--- config.mk ---
export PLATFORM = sky130hd
export DESIGN_NAME = execute_stage
export DESIGN_NICKNAME = d
export VERILOG_FILES = /design/src/rtl/execute_stage.sv
export SDC_FILE = /design/constraint.sdc
export NUM_CORES = 2
export LEC_CHECK = 0
export BUFFER_PORTS_ARGS = -buffer_cell sky130_fd_sc_hd__buf_2
export CAP_MARGIN = 20
export CELL_PAD_IN_SITES_DETAIL_PLACEMENT = 0
export CELL_PAD_IN_SITES_GLOBAL_PLACEMENT = 1
export CORE_MARGIN = 8
export CORE_UTILIZATION = 45
export DETAILED_ROUTE_END_ITERATION = 6
export HOLD_SLACK_MARGIN = 0.08
export PLACE_DENSITY_LB_ADDON = 0.08
export RECOVER_POWER = 50
export SYNTH_ARGS = -nofsm -noshare
export SYNTH_HDL_FRONTEND = slang
export SYNTH_SLANG_ARGS = --single-unit
--- constraint.sdc ---
create_clock -name clk -period 11.6 [get_ports clk]
set_input_delay 1.74 -clock clk [delete_from_list [all_inputs] [get_ports clk]]
set_output_delay 1.74 -clock clk [all_outputs]
set_load 0.005 [all_outputs]
--- src/rtl/execute_stage.sv ---
// Execute stage: single-cycle ALU plus an iterative RV M-extension unit.
// A valid/ready handshake sits on both sides; the result bundle is held until taken.
module execute_stage #(
   parameter int XLEN     = 32,
   parameter int ENABLE_M = 1
) (
   input  logic            clk,
   input  logic            rst,
   input  logic            in_valid,
   output logic            in_ready,
   input  logic [XLEN-1:0] a_i,
   input  logic [XLEN-1:0] b_i,
   input  logic [3:0]      alu_control,
   input  logic            md_en,
   input  logic [2:0]      md_op,
   input  logic [XLEN-1:0] pc_address,
   input  logic [XLEN-1:0] imm,
   output logic            out_valid,
   input  logic            out_ready,
   output logic [XLEN-1:0] alu_res_out,
   output logic [XLEN-1:0] next_sel_address,
   output logic [XLEN-1:0] branch_target,
   output logic            busy
);

   localparam int SHW = $clog2(XLEN);
   localparam logic [SHW-1:0] LAST_STEP = SHW'(XLEN - 1);

   typedef enum logic [1:0] {
      IDLE = 2'd0,
      CALC = 2'd1,
      FIX  = 2'd2
   } state_t;

   state_t          r_state;
   state_t          w_state_nxt;
   logic [SHW-1:0]  r_count;

   // Iteration registers: r_hi/r_lo are product halves or remainder/quotient.
   logic [XLEN-1:0] r_hi;
   logic [XLEN-1:0] r_lo;
   logic [XLEN-1:0] r_mc;
   logic [2:0]      r_op;
   logic            r_neg_a;
   logic            r_neg_res;
   logic            r_div0;
   logic [XLEN-1:0] r_pc4;
   logic [XLEN-1:0] r_pcimm;

   logic            r_out_valid;
   logic [XLEN-1:0] r_res;
   logic [XLEN-1:0] r_npc;
   logic [XLEN-1:0] r_bt;

   logic            w_md_en;
   logic            w_accept;
   logic            w_accept_alu;
   logic            w_accept_md;
   logic            w_fix;
   logic [SHW-1:0]  w_shamt;
   logic [XLEN-1:0] w_alu_res;
   logic            w_a_signed;
   logic            w_b_signed;
   logic            w_a_neg;
   logic            w_b_neg;
   logic [XLEN-1:0] w_a_mag;
   logic [XLEN-1:0] w_b_mag;
   logic [XLEN-1:0] w_mul_add;
   logic [XLEN:0]   w_mul_sum;
   logic [XLEN:0]   w_div_shift;
   logic [XLEN:0]   w_div_diff;
   logic [2*XLEN-1:0] w_prod;
   logic [2*XLEN-1:0] w_prod_s;
   logic [XLEN-1:0] w_md_res;

   assign w_md_en      = (ENABLE_M != 0) && md_en;
   assign in_ready     = (r_state == IDLE) && (!r_out_valid || out_ready);
   assign w_accept     = in_valid && in_ready;
   assign w_accept_alu = w_accept && !w_md_en;
   assign w_accept_md  = w_accept && w_md_en;
   assign w_fix        = (r_state == FIX);
   assign busy         = (r_state != IDLE);

   assign out_valid        = r_out_valid;
   assign alu_res_out      = r_res;
   assign next_sel_address = r_npc;
   assign branch_target    = r_bt;

   assign w_shamt = b_i[SHW-1:0];

   always_comb begin
      // NOTE: every always_comb output gets a default first so no path can infer a latch.
      w_alu_res = '0;
      case (alu_control)
         4'd0:    w_alu_res = a_i + b_i;
         4'd1:    w_alu_res = a_i - b_i;
         4'd2:    w_alu_res = a_i << w_shamt;
         4'd3:    w_alu_res = {{(XLEN-1){1'b0}}, ($signed(a_i) < $signed(b_i))};
         4'd4:    w_alu_res = {{(XLEN-1){1'b0}}, (a_i < b_i)};
         4'd5:    w_alu_res = a_i ^ b_i;
         4'd6:    w_alu_res = a_i >> w_shamt;
         4'd7:    w_alu_res = $signed(a_i) >>> w_shamt;
         4'd8:    w_alu_res = a_i | b_i;
         4'd9:    w_alu_res = a_i & b_i;
         4'd10:   w_alu_res = b_i;
         default: w_alu_res = '0;
      endcase
   end

   // Signed operands: MULH/MULHSU/DIV/REM take a signed a; MULH/DIV/REM a signed b.
   assign w_a_signed = (md_op == 3'd1) || (md_op == 3'd2) || (md_op == 3'd4) || (md_op == 3'd6);
   assign w_b_signed = (md_op == 3'd1) || (md_op == 3'd4) || (md_op == 3'd6);
   assign w_a_neg    = w_a_signed && a_i[XLEN-1];
   assign w_b_neg    = w_b_signed && b_i[XLEN-1];
   assign w_a_mag    = w_a_neg ? -a_i : a_i;
   assign w_b_mag    = w_b_neg ? -b_i : b_i;

   assign w_mul_add   = r_lo[0] ? r_mc : '0;
   assign w_mul_sum   = {1'b0, r_hi} + {1'b0, w_mul_add};
   assign w_div_shift = {r_hi, r_lo[XLEN-1]};
   assign w_div_diff  = w_div_shift - {1'b0, r_mc};

   assign w_prod   = {r_hi, r_lo};
   assign w_prod_s = r_neg_res ? -w_prod : w_prod;

   // A zero divisor never borrows, so r_hi ends as |a| and the remainder falls out as a.
   always_comb begin
      w_md_res = '0;
      if (!r_op[2]) begin
         w_md_res = (r_op[1:0] == 2'd0) ? w_prod_s[XLEN-1:0] : w_prod_s[2*XLEN-1:XLEN];
      end else if (!r_op[1]) begin
         w_md_res = r_div0 ? '1 : (r_neg_res ? -r_lo : r_lo);
      end else begin
         w_md_res = r_neg_a ? -r_hi : r_hi;
      end
   end

   always_comb begin
      w_state_nxt = r_state;
      case (r_state)
         IDLE:    if (w_accept_md) w_state_nxt = CALC;
         CALC:    if (r_count == LAST_STEP) w_state_nxt = FIX;
         FIX:     w_state_nxt = IDLE;
         default: w_state_nxt = IDLE;
      endcase
   end

   always_ff @(posedge clk) begin
      // NOTE: sequential state uses non-blocking assignments so every register samples pre-edge values.
      if (rst) begin
         r_state <= IDLE;
         r_count <= '0;
      end else begin
         r_state <= w_state_nxt;
         if (w_accept_md) begin
            r_count <= '0;
         end else if (r_state == CALC) begin
            r_count <= r_count + SHW'(1);
         end
      end
   end

   // NOTE: the iteration datapath has no reset; it is only read in CALC/FIX, which reset leaves.
   always_ff @(posedge clk) begin
      if (w_accept_md) begin
         r_op      <= md_op;
         r_neg_a   <= w_a_neg;
         r_neg_res <= w_a_neg ^ w_b_neg;
         r_div0    <= (b_i == '0);
         r_mc      <= w_b_mag;
         r_lo      <= w_a_mag;
         r_hi      <= '0;
         r_pc4     <= pc_address + XLEN'(4);
         r_pcimm   <= pc_address + imm;
      end else if (r_state == CALC) begin
         if (r_op[2]) begin
            if (!w_div_diff[XLEN]) begin
               r_hi <= w_div_diff[XLEN-1:0];
               r_lo <= {r_lo[XLEN-2:0], 1'b1};
            end else begin
               r_hi <= w_div_shift[XLEN-1:0];
               r_lo <= {r_lo[XLEN-2:0], 1'b0};
            end
         end else begin
            r_hi <= w_mul_sum[XLEN:1];
            r_lo <= {w_mul_sum[0], r_lo[XLEN-1:1]};
         end
      end
   end

   // An ALU accept and FIX never coincide: accepting requires IDLE.
   always_ff @(posedge clk) begin
      if (rst) begin
         r_out_valid <= 1'b0;
         r_res       <= '0;
         r_npc       <= '0;
         r_bt        <= '0;
      end else if (w_accept_alu) begin
         r_out_valid <= 1'b1;
         r_res       <= w_alu_res;
         r_npc       <= pc_address + XLEN'(4);
         r_bt        <= pc_address + imm;
      end else if (w_fix) begin
         r_out_valid <= 1'b1;
         r_res       <= w_md_res;
         r_npc       <= r_pc4;
         r_bt        <= r_pcimm;
      end else if (r_out_valid && out_ready) begin
         r_out_valid <= 1'b0;
      end
   end

endmodule
Word level (Yosys, flattened, before mapping). Cells that the tools add are included.

Equality and inequality tests: 19. Shifts and indexed selects: 3. Muxes and demuxes: 29. Reductions and logical operators: 25. Add/sub/neg operators: 12. Order comparisons: 2. Bitwise logic cells: 4.

Operators with widths (number): 2-to-1 mux 32 bit (20); case mux 32 bit (11 select lines) (1); negator 32 bit (4); adder 32 bit (2); < comparator 32 bit (2); 2-to-1 mux 64 bit (1); negator 64 bit (1); adder 32 x 32 -> 33 bit (1); subtractor 33 x 32 -> 33 bit (1); adder 32 x 3 -> 32 bit (second input constant) (1); AND 32 bit (1); logical NOT 32 bit (1); OR 32 bit (1); left shift 32 x 5 -> 32 bit (1); >> shifter 32 x 5 -> 32 bit (1); >>> shifter 32 x 5 -> 32 bit (1); subtractor 32 bit (1); XOR 32 bit (1); == test 4 x 3 -> 1 bit (second input constant) (4); == test 4 bit (second input constant) (3); == test 4 x 2 -> 1 bit (second input constant) (2); logical AND 1 bit (7); == test 3 bit (second input constant) (2); logical OR 1 bit (6); 19 further kinds (28).

Flip-flop bits (word level): 270. Word-level logic and storage cells: 109.

Longest topological paths before layout.
Depth after elaboration: 7. Mapped depth: 16. Mapped depth without buffers: 14.

Worst setup path before layout. OpenSTA, ideal clock, no wires.

Path type: input port to flip-flop. Start: input out_ready. End: register r_lo[1] (data pin). Arrival time: 5.631 ns. Library setup time: 0.428 ns. Required time: 11.172 ns. Stages: 7. Path buffers: 2. Path slack: 5.541 ns. Cells stage by stage: nand2b_1 nor2b_1 clkbuf_1 nand3_1 inv_2 buf_1 a31oi_1.

Longest elaborated chain between the ends: 5.

RTL lines: start, declared (line 19) `input logic out_ready,`; logical OR 1 bit (line 77) `assign in_ready = (r_state == IDLE) && (!r_out_valid || out_ready);`; logical AND 1 bit (line 77); via in_ready (line 10) `output logic in_ready,`; logical AND 1 bit (line 78) `assign w_accept = in_valid && in_ready;`; logical AND 1 bit (line 80) `assign w_accept_md = w_accept && w_md_en;`; via w_accept_md (line 58) `logic w_accept_md;`; 2-to-1 mux 32 bit (line 165) `if (w_accept_md) begin`; end signal, assigned (line 171) `r_lo <= w_a_mag;`; end signal, assigned (line 179) `r_lo <= {r_lo[XLEN-2:0], 1'b1};`; end signal, assigned (line 182) `r_lo <= {r_lo[XLEN-2:0], 1'b0};`; end, declared (line 41) `logic [XLEN-1:0] r_lo;`.

The timed path passes the listed nets, and every way through them passes these cells. A chain may end at the register's enable or synchronous reset.

Worst setup path after layout.
Start: input out_ready. End: register r_lo[1] (data pin).

Longest elaborated chain between the ends: 5.

RTL lines (line): logical OR 1 bit (77); logical AND 1 bit (77); logical AND 1 bit (78); logical AND 1 bit (80); 2-to-1 mux 32 bit (165).

Every way passes these cells.

==> impl_metrics.tcl <==
set metrics [dict create \
    status "complete, but fails checks" \
    violations "design-rule violations, max-capacitance violations, max-slew violations" \
    wl_per_cell_microns 29.6 \
    p_per_area_nw_per_um2 134 \
    area_growth_pct 8.94 \
    antenna_found_initial 10 \
    insertion_delay_ns 0.58 \
    synth_edf_count 134 \
    p_leak_nw 12.4 \
    cts_resized 0 \
    required_ns 11.78 \
    hold-worst-slack_ns 0.483 \
    core_sq_um 64300 \
    num_vias 32000 \
    final_cells 4752 \
    netlist_area_sq_um 29300 \
    max-clock-path-buffers 3 \
    worst-path-max-fanout 81 \
    ff2ff_setup_slack_ns 4.22 \
    synth_commonest_cells "nor2_1, nand2_1, o21ai_0, a21oi_1, clkbuf_1" \
    hpwl_microns 108000 \
    ios 239 \
    die-height_microns 271 \
    setup_viol 0 \
    clockRootBuffer "clkbuf_16" \
    place_inst 4685 \
    finalSetupTns_ns 0 \
    synth_top_area_cell "edfxtp_1" \
    clock.fmax_mhz 120 \
    port_buffers 238 \
    postSynthAreaPerCell_sq_um 7.69 \
    yosysMostFrequentCell "nor2_1" \
    syn-num-nets 4160 \
    gp_congestion 1.04 \
    post_cts_buffers 0 \
    max-cap-violations 11 \
    grt_max_degree 97 \
    nets 4217 \
    grt_pass1_wl_microns 204000 \
    syn_inst 3809 \
    drv_slew 590 \
    yosysTopAreaCellShare_pct 13.7 \
    power_mw 4.26 \
    finalHoldViolations 0 \
    crit_type "input port to flop" \
    final_core_util_pct 49.6 \
    grt_setup_unrepaired "false" \
    ys.flop_type "dfxtp_1" \
    dr.first_iter.drc_count 4034 \
    start_util_pct 45.5 \
    tritoncts "yes" \
    maxSlewHeadroom_pct -179 \
    die_x_microns 271 \
    min_period_over_period_pct 71.6 \
    wl_microns 140000 \
    grt-ovfl-total 0 \
    ant_nets 0 \
    ys_seq_area_share_pct 23.0 \
    whs_path_depth 2 \
    nFillCells 6442 \
    row_count 93 \
    cp-start-kind "input port" \
    grt_util_all_layers_pct 36.2 \
    hold_class "flop to flop" \
    cts_htree_levels 2 \
    reg2reg_depth 8 \
    ir_worst_vdd_mv 0.0999 \
    synth_seq_cells 270 \
    async_flop_share_pct 0 \
    layout-drive-gt1-share_pct 9.20 \
    synth_cell_types 92 \
    dieArea_sq_um 73500 \
    clock_sinks 270 \
    synthTopCellsByArea "edfxtp_1, dfxtp_1, ha_1" \
    arrival_ns 8.48 \
    critPathCaptureType "flop" \
    fin_crit_ns 8.30 \
    worst_slew_pin_slew_ns 4.18 \
    via_per_inst 6.74 \
    postCtsHoldBufs 0 \
    grt_pass1_vias 30400 \
    drc 12 \
    yosys_warnings 0 \
    drtPass1Iterations 7 \
    cts.reportedPaths.clkPinSlew_ns 0.06 \
    finClkSkew_ns 0.0495 \
    cts_inserted_buffers 34 \
]
==> flip-flops by register name, indices dropped and copies added (netlist names), 2 cells and up <==
register,count
alu_res_out,32
branch_target,32
next_sel_address,32
r_hi,32
r_lo,32
r_mc,32
r_pc4,32
r_pcimm,32
r_count,5
r_op,3
r_state,2
==> cell usage in the layout (no fill, tap or decap), types with 40 or more instances in the layout <==
master    synthesis  final
buf_4             2     47
mux2i_1         107    107
edfxtp_1        134    134
nor3_1           85     84
nand2_1         407    407
dfxtp_1         136    136
a21o_1           40     40
a21oi_1         270    270
buf_2            14    142
o211ai_1         42     42
a31oi_1          58     58
clkbuf_1        230    115
ha_1            206    206
a211oi_1         71     71
xnor2_1         173    172
nor2_1          422    420
inv_1           168    168
xor2_1           89     89
nand3_1          70     70
o21ai_0         279    279
a311oi_1         60     60
==> per-layer routing <==
layer | up-vias | routed length, microns | global-route usage (%) | part of all wire [%]
met4 | 6 | 9690 | 20.8 | 6.9
met5 | - | 36 | 0 | 0.026
li1 | 14200 | - | - | -
met3 | 433 | 13500 | 7.47 | 9.6
met1 | 15400 | 55500 | 46.2 | 40
met2 | 1989 | 61800 | 56.4 | 44
==> power by group <==
group	internal [mW]	total [mW]	switching (mW)
logic	0.709	1.92	1.21
clock network	0.591	1.04	0.451
registers	1.12	1.31	0.187
total	2.42	4.26	1.85
==> per-stage QoR <==
step	cell area, sq um	setup slack, ns
after global routing	31900	3.11
after detailed placement	31000	5.25
final	31900	3.30
after floorplan	29300	5.54
after CTS	32100	5.82
after global placement	31000	5.21
==> critical path: stages <==
cell	delay, ns
buf_2	0.10
nand2b_1	0.15
nor2b_1	0.21
nand3_1	0.10
clkbuf_1	1.52
clkinvlp_2	1.90
clkbuf_1	1.52
a211oi_1	1.05
a31oi_1	0.08
==> worst paths after layout <==
check,start,to
setup / recovery,out_ready,r_lo[1]
hold / removal,next_sel_address[7],next_sel_address[7]
setup reg to reg,r_state[1],r_lo[1]
hold reg to reg,next_sel_address[7],next_sel_address[7]
==> layout make-up <==
type                            count  area (sq um)  share of cell area [%]
Multi-Input combinational cell   3088         20900                    65.4
Sequential cell                   270          6750                    21.1
Timing Repair Buffer              297          1470                    4.60
Tap cell                          855          1070                    3.35
Clock buffer                       45           922                    2.89
Inverter                          175           658                    2.06
Clock inverter                     17           165                   0.518
Antenna cell                        5          12.5                  0.0392
==> kinds of logic (layout without fill, tap and decap cells) <==
logic type | Yosys count | in the layout | synth area share (%)
flip-flops | 270 | 270 | 23.0
multiplexers | 169 | 169 | 7.43
other | 0 | 5 | 0
adder cells (fa/ha/maj) | 211 | 211 | 9.14
AND/OR/NAND/NOR | 1260 | 1260 | 19.6
XOR/XNOR | 262 | 262 | 7.84
AO/OA/AOI/OAI | 1186 | 1186 | 27.0
buffers and inverters | 451 | 534 | 5.93
Power figures use the tool's default switching activity.
